$ cat src/rtl/spi_xact_arb.sv
// Round-robin arbiter that shares one SPI master among three requesters.
// Holds slave select through transaction and inter-frame gap; returns data with a done pulse.
module spi_xact_arb #(
  parameter int GAP_CYC = 4,
  parameter int TMO_CYC = 1024
) (
  input  logic        clk,
  input  logic        rst_n,
  input  logic [2:0]  req,
  input  logic [15:0] req0_cmd,
  input  logic [15:0] req1_cmd,
  input  logic [15:0] req2_cmd,
  input  logic [2:0]  req0_ss,
  input  logic [2:0]  req1_ss,
  input  logic [2:0]  req2_ss,
  output logic [2:0]  done,
  output logic        err,
  output logic [15:0] rd_data,
  output logic        busy,
  output logic        wrt_spi,
  output logic [15:0] spi_cmd,
  output logic [2:0]  ss,
  input  logic        spi_done,
  input  logic [15:0] spi_data
);

  localparam int CW = $clog2(TMO_CYC + GAP_CYC + 1);

  typedef enum logic [1:0] {IDLE, LAUNCH, WAIT, GAP} state_t;

  state_t        state_q, state_d;
  logic [1:0]    ptr_q, ptr_d;
  logic [1:0]    g_q, g_d;
  logic          bad_q, bad_d;
  logic [CW-1:0] cnt_q, cnt_d;
  logic [2:0]    ss_q, ss_d;
  logic [15:0]   cmd_q, cmd_d;
  logic [2:0]    done_q, done_d;
  logic          err_q, err_d;
  logic [15:0]   rd_q, rd_d;

  logic          gnt_vld;
  logic [1:0]    gnt_idx;
  logic [2:0]    cand;
  logic [15:0]   sel_cmd;
  logic [2:0]    sel_ss;

  // Scan offsets high to low so the lowest offset from ptr wins.
  always_comb begin
    gnt_vld = 1'b0;
    gnt_idx = 2'd0;
    cand    = 3'd0;
    for (int i = 2; i >= 0; i--) begin
      cand = {1'b0, ptr_q} + 3'(i);
      if (cand >= 3'd3) cand = cand - 3'd3;
      if (req[cand[1:0]]) begin
        gnt_vld = 1'b1;
        gnt_idx = cand[1:0];
      end
    end
  end

  always_comb begin
    case (gnt_idx)
      2'd0:    begin sel_cmd = req0_cmd; sel_ss = req0_ss; end
      2'd1:    begin sel_cmd = req1_cmd; sel_ss = req1_ss; end
      default: begin sel_cmd = req2_cmd; sel_ss = req2_ss; end
    endcase
  end

  always_comb begin
    state_d = state_q;
    ptr_d   = ptr_q;
    g_d     = g_q;
    bad_d   = bad_q;
    cnt_d   = cnt_q;
    ss_d    = ss_q;
    cmd_d   = cmd_q;
    rd_d    = rd_q;
    done_d  = 3'b000;
    err_d   = 1'b0;
    case (state_q)
      IDLE: begin
        if (gnt_vld) begin
          cmd_d   = sel_cmd;
          ss_d    = sel_ss;
          g_d     = gnt_idx;
          ptr_d   = (gnt_idx == 2'd2) ? 2'd0 : gnt_idx + 2'd1;
          bad_d   = (sel_ss > 3'd4);
          state_d = LAUNCH;
        end
      end
      LAUNCH: begin
        if (bad_q) begin
          done_d  = 3'b001 << g_q;
          err_d   = 1'b1;
          rd_d    = 16'h0000;
          cnt_d   = CW'(GAP_CYC - 1);
          state_d = GAP;
        end else begin
          // Loaded so the abort is visible exactly TMO_CYC cycles after the launch cycle.
          cnt_d   = CW'(TMO_CYC - 2);
          state_d = WAIT;
        end
      end
      WAIT: begin
        if (spi_done) begin
          done_d  = 3'b001 << g_q;
          rd_d    = spi_data;
          cnt_d   = CW'(GAP_CYC - 1);
          state_d = GAP;
        end else if (cnt_q == '0) begin
          done_d  = 3'b001 << g_q;
          err_d   = 1'b1;
          cnt_d   = CW'(GAP_CYC - 1);
          state_d = GAP;
        end else begin
          cnt_d = cnt_q - CW'(1);
        end
      end
      default: begin
        if (cnt_q == '0) begin
          ss_d    = 3'b111;
          state_d = IDLE;
        end else begin
          cnt_d = cnt_q - CW'(1);
        end
      end
    endcase
  end

  always_ff @(posedge clk or negedge rst_n) begin
    if (!rst_n) begin
      state_q <= IDLE;
      ptr_q   <= 2'd0;
      g_q     <= 2'd0;
      bad_q   <= 1'b0;
      cnt_q   <= '0;
      ss_q    <= 3'b111;
      cmd_q   <= 16'h0000;
      done_q  <= 3'b000;
      err_q   <= 1'b0;
      rd_q    <= 16'h0000;
    end else begin
      state_q <= state_d;
      ptr_q   <= ptr_d;
      g_q     <= g_d;
      bad_q   <= bad_d;
      cnt_q   <= cnt_d;
      ss_q    <= ss_d;
      cmd_q   <= cmd_d;
      done_q  <= done_d;
      err_q   <= err_d;
      rd_q    <= rd_d;
    end
  end

  assign wrt_spi = (state_q == LAUNCH) && !bad_q;
  assign busy    = (state_q != IDLE);
  assign ss      = ss_q;
  assign spi_cmd = cmd_q;
  assign done    = done_q;
  assign err     = err_q;
  assign rd_data = rd_q;

endmodule
$ cat config.mk
export PLATFORM = sky130hd
export DESIGN_NAME = spi_xact_arb
export DESIGN_NICKNAME = d
export VERILOG_FILES = /design/src/rtl/spi_xact_arb.sv
export SDC_FILE = /design/constraint.sdc
export NUM_CORES = 1
export LEC_CHECK = 0
export CAP_MARGIN = 20
export CORE_MARGIN = 1
export CORE_UTILIZATION = 49
export CTS_BUF_LIST = sky130_fd_sc_hd__clkbuf_8
export DETAILED_ROUTE_END_ITERATION = 16
export MAX_ROUTING_LAYER = met4
export PLACE_DENSITY = 0.88
export SKIP_CTS_REPAIR_TIMING = 1
export SLEW_MARGIN = 20
export SYNTH_ARGS = -nofsm -noshare
export SYNTH_HDL_FRONTEND = slang
export SYNTH_SLANG_ARGS = --single-unit
$ cat constraint.sdc
create_clock -name clk -period 4.3 [get_ports clk]
set_clock_uncertainty 0.1 [all_clocks]
set_input_delay 0.43 -clock clk [delete_from_list [all_inputs] [get_ports clk]]
set_output_delay 0.43 -clock clk [all_outputs]
set_load 0.005 [all_outputs]
==> results.cfg, run 1 <==
[floorplanning]
initial_core_util = 0.5048
die_y_um = 82.65
ios = 120
fp.dieW_um = 82.65
core_area_mm2 = 0.006314
fp-row-count = 29
dieArea_mm2 = 0.006830

[detailed_routing]
ant_nets = 0
wirelength_mm = 8.127
drc = 0
routedWlPerCell_um = 15.02
dr.pass1.iters = 4
vias = 3022
vias_per_cell = 5.586
initialDrtViolationCount = 133

[sta]
worst_slack_ns = 1.299
setup_viol = 0
final.setup.tns_ns = 0
drv_slew = 0
fin_crit_sh = 0.6980
hold_violations = 0
slew_headroom = 0.3251
fin_crit_ns = 3.001
grt_setup_unrepaired = no
worst_pin_slew_ns = 1.007
max_freq_mhz = 333.2

[clock_network]
clockBufferDepth = 2
cts_tree = built
cts_root_buffer = clkbuf_8
cts.sinks = 57
clk_latency_ns = 0.34
h-tree-depth = 3
path_clk_slew_ns = 0.07
cts_buffers = 9

[run]
cap_violations = 0

[cells_and_area]
fin_nets = 547
drive_gt1_frac = 0.08621
utilization = 0.7277
diodes = 0
area_growth_pct = 44.17
fin_cells = 541

[global_routing]
grt_pass1_wl_mm = 13.11
grt_max_degree = 58
grt_use_total = 0.2646
grt-ovfl-total = 0
grt_pass1_vias = 2946
antenna_found_initial = 0

[synthesis]
yosysSeqAreaShare = 0.4488
syn_avg_cell_area_um2 = 9.184
yosysUniqueCellTypes = 55
synth_edf_count = 0
synth_area_mm2 = 0.003187
syn-num-nets = 435
synth_seq_cells = 57
synth_cells = 347
synth_warnings = 0
synthArstFlopShare = 1.000
synth_ff_type = dfrtp_1

[power]
vdd_drop_max_mv = 0.3986
power-per-cell-area_mw_per_mm2 = 752.7
p_leak_uw = 0.002032

[worst_setup_path]
critical_path.slowest_cell = nand2_1
cp-end-kind = register
cp_max_fo = 22
crit_path_start_kind = register
worstPathCellList = inv_1 > ha_1 > a22o_1 > a211oi_4 > o21bai_1 > nand2_1 > buf_4 > mux2_2
cp_top_family = compound AO/OA/AOI/OAI gates
path_buf_inv = 2
cpPeakStageDelay_ns = 0.49
crit_arrival_ns = 3.12
required_ns = 4.42
critPathKind = reg -> reg

[run_status]
outcome = complete, no violations

[placed_design]
portBuffers = 119
place_hpwl_mm = 5.882
place_congestion = 0.8377
dp_slack_ns = 1.228
dp.cells = 525

[worst_hold_path]
min_path_type = in -> async
## power by group
part / switching (uW) / internal [uW]
sequential: 154 / 782
combinational: 1070 / 902
clock: 212 / 339
total: 1430 / 2020
## flip-flops by register name, indices dropped and copies added (netlist names)
signal	flops
done	3
spi_cmd	16
ss	3
ptr_q	2
cnt_q	11
state_q	2
err	1
bad_q	1
rd_data	16
g_q	2
## layout by cell type (no fill, tap or decap), types with 12 or more instances in the layout
master	count
clkdlybuf4s50_1	118
nand2_1	63
dfrtp_1	54
o21ai_0	21
nor2_1	19
o21ai_1	19
nand3_1	17
a21oi_1	16
a2bb2oi_1	16
inv_1	12
## synthesized netlist by cell type (5+ instances only)
cell type,n,area share
a21oi_1,16,0.025
a22oi_1,8,0.019
a22oi_2,8,0.031
a2bb2oi_1,16,0.044
clkbuf_1,8,0.0094
dfrtp_1,54,0.42
ha_1,9,0.035
inv_1,11,0.013
nand2_1,63,0.074
nand3_1,17,0.027
nor2_1,19,0.022
nor2b_1,5,0.0098
nor3_1,6,0.0094
o21ai_0,21,0.033
o21ai_1,19,0.030
## kinds of logic (layout without fill, tap and decap cells)
logic type / after synthesis / in the layout / synth area share
buffers and inverters: 32 / 149 / 0.05340
muxes: 3 / 3 / 0.009815
adders and majority gates: 9 / 9 / 0.03534
and+or+nand+nor: 128 / 128 / 0.1841
DFF: 57 / 57 / 0.4488
AOI/OAI and AO/OA: 118 / 118 / 0.2686
## through the flow
stage                     hold slack (ns)  power, uW  area (um^2)
after detailed placement           0.3542       2903         4374
after global routing               0.1983       3754         4594
final                              0.1162       3458         4594
after floorplan                   0.03441       2275         3187
after global placement             0.3493       2825         4374
after CTS                          0.1514       3475         4594
## area by class of cell
| type | instances | area, um^2 |
|---|---|---|
| fill | 477 | 1719 |
| multi-input combinational | 258 | 1598 |
| sequential | 57 | 1430 |
| timing repair buffer | 122 | 1209 |
| clock buffer | 10 | 137.6 |
| tap | 77 | 96.34 |
| clock inverter | 6 | 82.58 |
| inverter | 11 | 41.29 |
## worst reg2reg max path, delay by kind of cell, from the launching register on
kind | cells | cell delay, ns
buffers and inverters | 2 | 0.43
adder cells (fa/ha/maj) | 1 | 0.42
AND/OR/NAND/NOR | 1 | 0.49
multiplexers | 1 | 0.36
flip-flops | 1 | 0.39
AO/OA/AOI/OAI | 3 | 0.71
## routing by layer
layer	vias up	track usage	wire, um
li1	1474	-	-
met1	1434	0.3053	3392
met2	99	0.4525	4186
met3	15	0.04615	413
met4	0	0.1121	133
met5	-	-	0
## worst paths after layout
check	cells after the start	from	slack (ns)	to
worst max-delay path	8	ptr_q[0]$_DFFE_PN0P_	1.30	g_q[1]$_DFFE_PN0P_
worst min-delay path	2	rst_n	0.12	bad_q$_DFFE_PN0P_
worst max register to register	8	ptr_q[0]$_DFFE_PN0P_	1.30	g_q[1]$_DFFE_PN0P_
min in group clk	2	rd_data[6]$_DFFE_PN0P_	0.36	rd_data[6]$_DFFE_PN0P_
worst min register to register	2	rd_data[6]$_DFFE_PN0P_	0.36	rd_data[6]$_DFFE_PN0P_
max in group asynchronous	2	rst_n	3.49	g_q[0]$_DFFE_PN0P_
Note: power is estimated with default switching activity, not from simulation.
==> inputs of run 2 (changes only) <==
- CORE_UTILIZATION: 49 -> 46
- PLACE_DENSITY: 0.88 -> 0.83
- clock period: 4.3 -> 2.97 ns (I/O delays scaled with it)
==> run 2 against run 1 <==
Effect of this change: maximum frequency increased by 14%; global-route usage decreased by 2.0 points; critical endpoint is now spi_cmd[0]$_DFFE_PN0P_; worst hold slack improved by 0.25 ns; power increased by 45%; highest routed layer unchanged; register-to-register slack got worse by 0.97 ns; via count increased by 0.76%; largest cell class unchanged.
==> results.cfg, run 2 (synthesis gave the netlist of run 1 again) <==
[global_routing]
grt_pass1_vias = 3041
grt_use_total = 0.2445
grt_max_degree = 34
antenna_found_initial = 0
grt-ovfl-total = 0
grt_pass1_wl_mm = 13.52

[placed_design]
place_congestion = 0.8607
post_dp_cell_area_mm2 = 0.004424
dp.cells = 530
portBuffers = 119
place_hpwl_mm = 6.059

[detailed_routing]
dr.pass1.iters = 6
routedWlPerCell_um = 14.80
ant_nets = 0
drc = 0
vias_per_cell = 5.567
vias = 3045
initialDrtViolationCount = 182
wirelength_mm = 8.098

[worst_setup_path]
r2r_cells = 10
crit_path_start_kind = register
cp_max_fo = 18
r2r-end = spi_cmd[0]$_DFFE_PN0P_
r2r_start = ptr_q[0]$_DFFE_PN0P_
crit_arrival_ns = 2.76
cp-end-kind = register
critPathKind = reg -> reg
r2r_setup_slack_ns = 0.33
required_ns = 3.09

[run]
cap_violations = 0

[power]
switching_share = 0.4140
p_int_uw = 2942
comb_power_share = 0.587
p_leak_uw = 0.002058
pwr-share-clk = 0.146
switching_power_uw = 2078
vdd_drop_max_mv = 0.5850
power-per-cell-area_mw_per_mm2 = 1082
p_seq_frac = 0.267

[cells_and_area]
drive_gt1_frac = 0.09787
fin_cells = 547
final_common_cell = clkdlybuf4s50_1
layout_common_cells = clkdlybuf4s50_1, nand2_1, dfrtp_1
diodes = 0
fin_nets = 553
final_cell_area_mm2 = 0.004639
area_growth_pct = 45.58

[run_status]
outcome = complete, no violations

[sta]
hold_violations = 0
setup_viol = 0
fin_crit_ns = 2.640
final.setup.tns_ns = 0
max_freq_mhz = 378.8
drv_slew = 0
worst_pin_slew_ns = 0.9969
fin_crit_sh = 0.8889
slew_headroom = 0.3318
grt_setup_unrepaired = no

[clock_network]
h-tree-depth = 3
clockBufferDepth = 2
cts.sinks = 57
path_clk_slew_ns = 0.06
cts_buffers = 9
clk_latency_ns = 0.33
cts_root_buffer = clkbuf_8
cts_tree = built

[floorplanning]
die_y_um = 85.24
ios = 120
fp.dieW_um = 85.24
fp-row-count = 29
initial_core_util = 0.4879
dieArea_mm2 = 0.007265
core_area_mm2 = 0.006531

[worst_hold_path]
min_path_type = reg -> reg
whs_path_depth = 2
min_to = rd_data[14]$_DFFE_PN0P_
hold_start = rd_data[14]$_DFFE_PN0P_
run 2: how the worst max path moves through the flow:
stage                     slack (ns)                      to  cells past startpoint                  from
after global routing            0.19       bad_q$_DFFE_PN0P_                      9  ptr_q[0]$_DFFE_PN0P_
after CTS                       0.35  spi_cmd[0]$_DFFE_PN0P_                     10  ptr_q[0]$_DFFE_PN0P_
after detailed placement        0.36  spi_cmd[0]$_DFFE_PN0P_                      9                req[2]
after global placement          0.43       bad_q$_DFFE_PN0P_                      8                req[2]
final                           0.33  spi_cmd[0]$_DFFE_PN0P_                     10  ptr_q[0]$_DFFE_PN0P_
after floorplan                 0.55       bad_q$_DFFE_PN0P_                     10  ptr_q[0]$_DFFE_PN0P_
run 2: layer usage:
metal  part of all wire  wire length [um]  global-route usage  up-vias
met5                  0                 0                   -        -
met4              0.022               180              0.1171        0
met3              0.060               487             0.05837       18
met2               0.48              3921              0.3981      115
met1               0.43              3508              0.2853     1428
li1                   -                 -                   -     1484
run 2: worst max-delay path, cell delays in order, from the launching register on:
cell and delay [ns]:
dfrtp_1 0.39, inv_1 0.07, ha_1 0.41, a22o_1 0.25, a211oi_4 0.26, o211ai_2 0.16, and2_1 0.19, buf_4 0.21
a22oi_1 0.16, a2bb2oi_1 0.24, o21ai_1 0.08
run 2: power groups by stage:
stage               Combinational [uW]  Clock, uW  Sequential [uW]
floorplan                         1950          0             1340
global placement                  2850          0             1340
detailed placement                2940          0             1350
CTS                               2950        750             1340
global route                      3260        781             1380
finish                            2950        734             1340
run 2: cell type report:
cell class / instances / area (um^2)
Fill cell: 500 / 1892
Multi-Input combinational cell: 258 / 1598
Sequential cell: 57 / 1430
Timing Repair Buffer: 128 / 1269
Clock buffer: 11 / 151.4
Tap cell: 77 / 96.34
Clock inverter: 5 / 53.80
Inverter: 11 / 41.29
run 2: stage by stage:
step | total power [uW] | setup slack (ns) | hold WS (ns) | util
2_1_floorplan | 3293 | 0.5478 | -0.09859 | -
3_3_place_gp | 4187 | 0.4328 | 0.2064 | 0.6774
3_5_place_dp | 4294 | 0.3574 | 0.2289 | 0.6774
4_1_cts | 5041 | 0.3461 | -0.1410 | 0.7088
5_1_grt | 5427 | 0.1851 | 0.3897 | 0.7103
6_report | 5021 | 0.3301 | 0.3644 | 0.7103
